<file path="config.mk">
export PLATFORM = sky130hd
export DESIGN_NAME = cache_port_arbiter
export DESIGN_NICKNAME = d
export VERILOG_FILES = /design/src/rtl/tiger_cache_pkg.sv /design/src/rtl/cache_rr_picker.sv /design/src/rtl/cache_port_arbiter.sv
export SDC_FILE = /design/constraint.sdc
export NUM_CORES = 1
export LEC_CHECK = 0
export BUFFER_PORTS_ARGS = -buffer_cell sky130_fd_sc_hd__buf_4
export CAP_MARGIN = 10
export CORE_AREA = 2 2 354 356
export CTS_CLUSTER_DIAMETER = 40
export DETAILED_ROUTE_END_ITERATION = 6
export DIE_AREA = 0 0 356 358
export MAX_ROUTING_LAYER = met4
export PLACE_DENSITY = 0.31
export SYNTH_ARGS = -nofsm -noshare
export SYNTH_HDL_FRONTEND = slang
export SYNTH_SLANG_ARGS = --single-unit
</file>
<file path="constraint.sdc">
create_clock -name clk -period 5.62 [get_ports clk]
set_clock_uncertainty 0.2 [all_clocks]
set_input_delay 1.124 -clock clk [delete_from_list [all_inputs] [get_ports clk]]
set_output_delay 1.124 -clock clk [all_outputs]
set_load 0.1 [all_outputs]
</file>
<file path="src/rtl/tiger_cache_pkg.sv">
// Shared definitions for the Tiger data-cache port: command-word layout and arbiter state.
package tiger_cache_pkg;

    localparam int unsigned CACHE_CMD_W   = 128;
    localparam int unsigned PROC_FLAG_BIT = 103;

    typedef enum logic {
        ST_IDLE = 1'b0,
        ST_BUSY = 1'b1
    } arb_state_e;

    // Cache command word; proc sits at bit 103 and marks processor-originated traffic.
    typedef struct packed {
        logic [23:0] rsvd_hi;
        logic        proc;
        logic [2:0]  rsvd_lo;
        logic        flush;
        logic        mem64;
        logic        mem16;
        logic        mem8;
        logic [63:0] data;
        logic [31:0] addr;
    } cache_cmd_t;

endpackage

</file>
<file path="src/rtl/cache_rr_picker.sv">
// Round-robin pick: first pending requester after last_id, wrapping modulo NUM_REQ.
module cache_rr_picker #(
    parameter int unsigned NUM_REQ = 4,
    parameter int unsigned GRANT_W = 2
) (
    input  logic [NUM_REQ-1:0] pending,
    input  logic [GRANT_W-1:0] last_id,
    output logic               any,
    output logic [GRANT_W-1:0] winner
);

    logic [NUM_REQ-1:0] rotated;
    logic [GRANT_W-1:0] offset;
    logic [GRANT_W:0]   sum;

    always_comb begin
        // Bit j of rotated is requester (last_id + 1 + j) mod NUM_REQ.
        rotated = NUM_REQ'({pending, pending} >> (32'(last_id) + 32'd1));
        offset  = '0;
        for (int j = NUM_REQ - 1; j >= 0; j--) begin
            if (rotated[j]) begin
                offset = GRANT_W'(j);
            end
        end
        sum    = (GRANT_W+1)'(last_id) + (GRANT_W+1)'(offset) + (GRANT_W+1)'(1);
        winner = (sum >= (GRANT_W+1)'(NUM_REQ)) ? GRANT_W'(sum - (GRANT_W+1)'(NUM_REQ))
                                                 : GRANT_W'(sum);
        any    = |pending;
    end

endmodule

</file>
<file path="src/rtl/cache_port_arbiter.sv">
// Shares the data-cache port between the processor (requester 0) and accelerators,
// round-robin with a bounded number of accepts per grant.
module cache_port_arbiter
    import tiger_cache_pkg::*;
#(
    parameter int unsigned NUM_REQ  = 4,
    parameter int unsigned GRANT_W  = 2,
    parameter int unsigned MAX_HOLD = 4
) (
    input  logic                           clk,
    input  logic                           reset_n,
    input  logic [NUM_REQ-1:0]             req_read,
    input  logic [NUM_REQ-1:0]             req_write,
    input  logic [NUM_REQ*CACHE_CMD_W-1:0] req_writedata,
    output logic [NUM_REQ-1:0]             req_waitrequest,
    output logic [CACHE_CMD_W-1:0]         req_readdata,
    output logic                           avm_CACHE_read,
    output logic                           avm_CACHE_write,
    output logic [CACHE_CMD_W-1:0]         avm_CACHE_writedata,
    input  logic [CACHE_CMD_W-1:0]         avm_CACHE_readdata,
    input  logic                           avm_CACHE_waitrequest,
    output logic                           grant_valid,
    output logic [GRANT_W-1:0]             grant_id
);

    localparam int unsigned CNT_W = 4;

    arb_state_e          state_q, state_d;
    logic [GRANT_W-1:0]  grant_d;
    logic [GRANT_W-1:0]  last_id_q, last_id_d;
    logic [CNT_W-1:0]    hold_cnt_q, hold_cnt_d;
    cache_cmd_t          cmd_words [NUM_REQ];
    cache_cmd_t          cmd_sel;
    logic                sel_read, sel_write, accept;
    logic                pick_any;
    logic [GRANT_W-1:0]  pick_winner;

    for (genvar i = 0; i < NUM_REQ; i++) begin : g_slice
        assign cmd_words[i] = cache_cmd_t'(req_writedata[i*CACHE_CMD_W +: CACHE_CMD_W]);
    end

    assign sel_read     = req_read[grant_id];
    assign sel_write    = req_write[grant_id];
    assign accept       = (state_q == ST_BUSY) && (sel_read || sel_write) && !avm_CACHE_waitrequest;
    assign req_readdata = avm_CACHE_readdata;

    cache_rr_picker #(
        .NUM_REQ (NUM_REQ),
        .GRANT_W (GRANT_W)
    ) u_picker (
        .pending (req_read | req_write),
        .last_id (last_id_q),
        .any     (pick_any),
        .winner  (pick_winner)
    );

    // Last_id resets to the top index so requester 0 is scanned first.
    always_ff @(posedge clk) begin
        if (!reset_n) begin
            state_q    <= ST_IDLE;
            grant_id   <= '0;
            last_id_q  <= GRANT_W'(NUM_REQ - 1);
            hold_cnt_q <= '0;
        end else begin
            state_q    <= state_d;
            grant_id   <= grant_d;
            last_id_q  <= last_id_d;
            hold_cnt_q <= hold_cnt_d;
        end
    end

    // Grant on any pending request; leave on release or after MAX_HOLD accepts.
    always_comb begin
        state_d    = state_q;
        grant_d    = grant_id;
        last_id_d  = last_id_q;
        hold_cnt_d = hold_cnt_q;
        case (state_q)
            ST_IDLE: begin
                if (pick_any) begin
                    state_d    = ST_BUSY;
                    grant_d    = pick_winner;
                    hold_cnt_d = '0;
                end
            end
            ST_BUSY: begin
                if (!sel_read && !sel_write) begin
                    state_d   = ST_IDLE;
                    last_id_d = grant_id;
                end else if (accept) begin
                    hold_cnt_d = hold_cnt_q + CNT_W'(1);
                    if (hold_cnt_d == CNT_W'(MAX_HOLD)) begin
                        state_d   = ST_IDLE;
                        last_id_d = grant_id;
                    end
                end
            end
        endcase
    end

    // Forward the granted requester; the identity flag always reflects the grant.
    always_comb begin
        avm_CACHE_read      = 1'b0;
        avm_CACHE_write     = 1'b0;
        avm_CACHE_writedata = '0;
        req_waitrequest     = '1;
        grant_valid         = (state_q == ST_BUSY);
        cmd_sel             = cmd_words[grant_id];
        cmd_sel.proc        = (grant_id == '0);
        if (state_q == ST_BUSY) begin
            avm_CACHE_read            = sel_read;
            avm_CACHE_write           = sel_write;
            avm_CACHE_writedata       = cmd_sel;
            req_waitrequest[grant_id] = avm_CACHE_waitrequest;
        end
    end

endmodule

</file>
# [Word level (Yosys, flattened, before mapping)]
# Cells that the tools add are included.
[op_classes] muxes=30 order_cmp=4 n_bitwise=5 eq_ne=4 n_addsub=5 reduce_logical=15 shift=1
[op_table] op="128-bit two-way mux" n=3
[op_table] op="128-bit binary-select mux with 2-bit select" n=1
[op_table] op="8-bit by 32-bit right shift with 4-bit output" n=1
[op_table] op="2-bit two-way mux" n=8
[op_table] op="4-bit two-way mux" n=4
[op_table] op="1-bit two-way mux" n=9
[op_table] op="4-bit bitwise OR" n=2
[op_table] op="4-bit case mux with 2 select lines" n=1
[op_table] op="3-bit greater-or-equal comparator (second input constant)" n=2
[op_table] op="3-bit AND reduction" n=2
[op_table] op="4-bit by 1-bit adder with 4-bit output (second input constant)" n=1
[op_table] op="1-bit binary-select mux with 2-bit select" n=2
[op_table] op="4-bit by 3-bit == test with 1-bit output (second input constant)" n=1
[op_table] op="1-bit logical AND" n=4
[op_table] op="2-bit inequality test (second input constant)" n=2
[op_table] op="4-bit inverter" n=1
[op_table] op="2-bit nonzero test" n=2
[op_table] op="4-bit OR reduction" n=1
[op_table] op="2-bit by 1-bit adder with 3-bit output (second input constant)" n=1
[op_table] op="2-bit by 2-bit adder with 3-bit output" n=1
[op_table] op="3-bit by 1-bit adder with 3-bit output (second input constant)" n=1
[op_table] op="1-bit zero test" n=3
[op_table] op="2-bit by 3-bit < comparator with 1-bit output (second input constant)" n=1
[op_table] op="2-bit inverter with 3-bit output" n=1
[op_table] op="9 further kinds" n=9
[totals] word_cells=68 reg_bits=9 output_inout_bits=265

# [Depth between registers and ports, before layout]
[depth] word_depth=10 mapped_depth=8 mapped_depth_nobuf=8

# [Cells and area by module]
# A second synthesis with hierarchy kept.
[unflattened] hier_cells=520 hier_area_um2=5586.6
[modules_own_cells] module="cache_port_arbiter" cells_per_inst=494 instances=1 area_per_inst_um2=5411.4
[modules_own_cells] module="cache_rr_picker" cells_per_inst=26 instances=1 area_per_inst_um2=175.2

# [Worst setup path before layout]
# OpenSTA, ideal clock, no wires.
[synth_path] path_type="register -> output" from="register grant_id[1]" to="output port avm_CACHE_writedata[100]" slack_ps=1562 required_time_ps=4296 path_buffers=3 path_stages_with_launch=6 t_arrival_ps=2734 cell_sequence="dfxtp_1 -> buf_4 -> buf_2 -> clkbuf_1 -> mux4_2 -> and2_1"
[synth_between] elab_chain_cells=5
[synth_lines] item="from (decl)" line_no="cache_port_arbiter.sv:23" text="output logic [GRANT_W-1:0] grant_id"
[synth_lines] item="from (signal assigned)" line_no="cache_port_arbiter.sv:66" text="grant_id <= grant_d;"
[synth_lines] item="2-bit inverter with 3-bit output (implied by the code)" line_no="cache_port_arbiter.sv:108" text="cmd_sel = cmd_words[grant_id];"
[synth_lines] item="128-bit binary-select mux with 2-bit select" line_no="cache_port_arbiter.sv:108"
[synth_lines] item="128-bit two-way mux (implied by the code) (2 in series)" line_no="cache_port_arbiter.sv:108"
[synth_lines] item="128-bit two-way mux" line_no="cache_port_arbiter.sv:110" text="if (state_q == ST_BUSY) begin"
[synth_lines] item="to (decl)" line_no="cache_port_arbiter.sv:19" text="output logic [CACHE_CMD_W-1:0] avm_CACHE_writedata,"
# Every way passes these cells. The select of a mux whose other input is x is not followed.

# [Final worst setup path]
[layout_path] from="register grant_id[0]" to="output port avm_CACHE_writedata[96]"
# Same word-level chain as after synthesis.

==> qor.yml <==
outcome: "completed"
min_path_type: "reg2reg"
yosysMostFrequentCell: "and2_1"
ys_top_cells_by_count: "131 x and2_1, 130 x buf_4, 129 x mux4_2, 24 x clkbuf_1, 12 x buf_2"
synth_top_cell_by_area: "mux4_2"
dpl_cell_area_sq_um: 11500
clock_sinks: 9
grt_pass1_vias: 7370
cp-start-kind: "flip-flop"
slew_violations: 0
drive_above_1_share: 0.799
ys_warn_count: 0
overflow: 0
syn-cell-area_sq_um: 5580
syn2layout_area_growth_pct: 108
grt_usage: 0.0771
sw_frac_of_total: 0.606
setup_violations: 0
synth_cell_types: 39
power.leakage_nw: 4.62
nNetsFinal: 1665
start_util: 0.0453
fp.dieW_microns: 356
post-route-util: 0.0941
clockPowerShare: 0.056
core_area_sq_um: 123000
cts.repair.resized: 0
gp_congestion: 0.830
p_int_mw: 0.884
slew_headroom: 0.295
total_power_mw: 2.24
drt-total-wl_mm: 51.0
grt_pass1_wl_mm: 64.5
yosysSeqAreaShare: 0.0323
path_max_fanout: 36
switchingPower_mw: 1.36
rsz0062_at_grt: "no"
postCtsSetupBuffers: 0
clk_pin_slew_ns: 0.04
dr.pass1.iters: 4
p_comb_frac: 0.883
required_ns: 4.30
end_kind: "output port"
ant_nets: 0
finalSetupTns_ns: 0
ys.flop_type: "dfxtp_1"
pre_cts_slack_ns: 1.87
grt_max_degree: 95
peakVddDrop_uv: 90.1
power.density_nw_per_um2: 193
cts.htree.levels: 1
clk_path_buf_depth: 2
dp_hpwl_mm: 46.3
dr.first_iter.drc_count: 238
route.detailed.drc: 0
die_h_microns: 358
antenna_found_initial: 42
async_reset_ff_frac: 0
maxCapViolations: 0
cts_buffers: 3
cts_root_buf: "clkbuf_16"
holdBufCountCts: 0
synth_edf_count: 0
dieArea_sq_um: 127000
yosysTopAreaCellShare: 0.520
insertion_delay_ns: 0.23
syn_inst: 512
seqPwrFrac: 0.061
ys_ff_latch: 9
post-route-period-util: 0.690
synthTopCellsByArea: "mux4_2 52%, buf_4 17%, and2_1 15%"
vias: 6659
rows: 129
ios: 916
critPathKind: "reg2out"
drt-wirelength-per-cell_microns: 19.2
synthesis.nets: 1166
worst-slew-pin-transition_ns: 1.06
syn_area_per_cell_sq_um: 10.9
layout_setup_ws_ns: 1.74
clock.fmax_ghz: 0.258
fin_area_sq_um: 11600
hold_violations: 0
port_buffers: 655
fin_crit_ns: 3.88
crit_arrival_ns: 2.56
via_per_inst: 2.50
cts_tree: "yes"
-- final cells by class --
type / count / area, sq um
Multi-Input combinational cell: 327 / 4180
Clock buffer: 4 / 78.8
Antenna cell: 16 / 40.0
Sequential cell: 9 / 191
Timing Repair Buffer: 668 / 5060
Tap cell: 1637 / 2050
Inverter: 2 / 7.51
Fill cell: 14400 / 112000
-- sequential cells by signal, summed over array words and instances (netlist names) --
| name | count |
|---|---|
| grant_valid | 1 |
| hold_cnt_q | 4 |
| grant_id | 2 |
| last_id_q | 2 |
-- cell usage in the layout, fill, tap and decap left out, types with 2 or more instances in the layout --
cell	netlist	routed
a21oi_1	4	4
and2_1	131	131
buf_12	0	4
buf_4	130	664
clkbuf_16	0	3
dfxtp_1	9	6
dfxtp_4	0	3
diode_2	0	16
ha_1	3	3
inv_1	2	2
mux2i_1	3	3
mux4_2	129	129
nand2_1	6	6
nand2b_1	2	2
nand3_1	3	3
nand3b_1	4	4
nor2_1	6	6
nor2b_1	7	7
nor4_1	2	2
o211ai_1	2	2
o21ai_0	2	2
o21ai_1	2	2
o41ai_1	2	2
or4_1	2	2
xor2_1	2	2
-- metal layers --
layer / global-route usage / share of wire / routed length, microns
met1: 0.0898 / 0.39 / 20100
met2: 0.131 / 0.50 / 25500
met3: 0.0185 / 0.082 / 4180
met4: 0.0230 / 0.026 / 1340
met5: - / 0 / 0
-- kinds of logic after synthesis --
group                    Yosys count  synth area share
buffers and inverters            176             0.219
flip-flops                         9            0.0323
adder cells (fa/ha/maj)            3           0.00672
AND/OR/NAND/NOR                  168             0.185
multiplexers                     132             0.526
AO/OA/AOI/OAI                     22            0.0280
XOR/XNOR                           2           0.00314
-- critical path: stages (launching register included) --
cell and delay (ns):
dfxtp_4 0.85, buf_12 0.37, mux4_2 0.61, and2_1 0.19
buf_4 0.23
-- per-stage QoR --
stage	hold slack, ns	instances
6_report	0.285	2663
5_1_grt	0.328	2652
4_1_cts	0.285	2647
3_5_place_dp	0.278	2643
3_3_place_gp	0.290	2643
2_1_floorplan	0.250	512
-- worst paths after layout --
check	slack, ns	startpoint	cells after the start	endpoint
worst min-delay path	0.28	hold_cnt_q[2]	2	hold_cnt_q[2]
worst max-delay path	1.74	grant_id[0]	4	avm_CACHE_writedata[96]
worst min register to register	0.28	hold_cnt_q[2]	2	hold_cnt_q[2]
worst max register to register	2.90	grant_id[0]	5	last_id_q[0]
-- power by group through the flow --
stage / Combinational, mW / Sequential, mW / Clock [mW]
after floorplan: 1.84 / 0.0924 / 0
after global placement: 2.00 / 0.144 / 0
after detailed placement: 2.00 / 0.145 / 0
after CTS: 2.01 / 0.145 / 0.129
after global routing: 2.07 / 0.146 / 0.132
final: 1.98 / 0.137 / 0.125
Note: power is estimated with default switching activity, not from simulation.
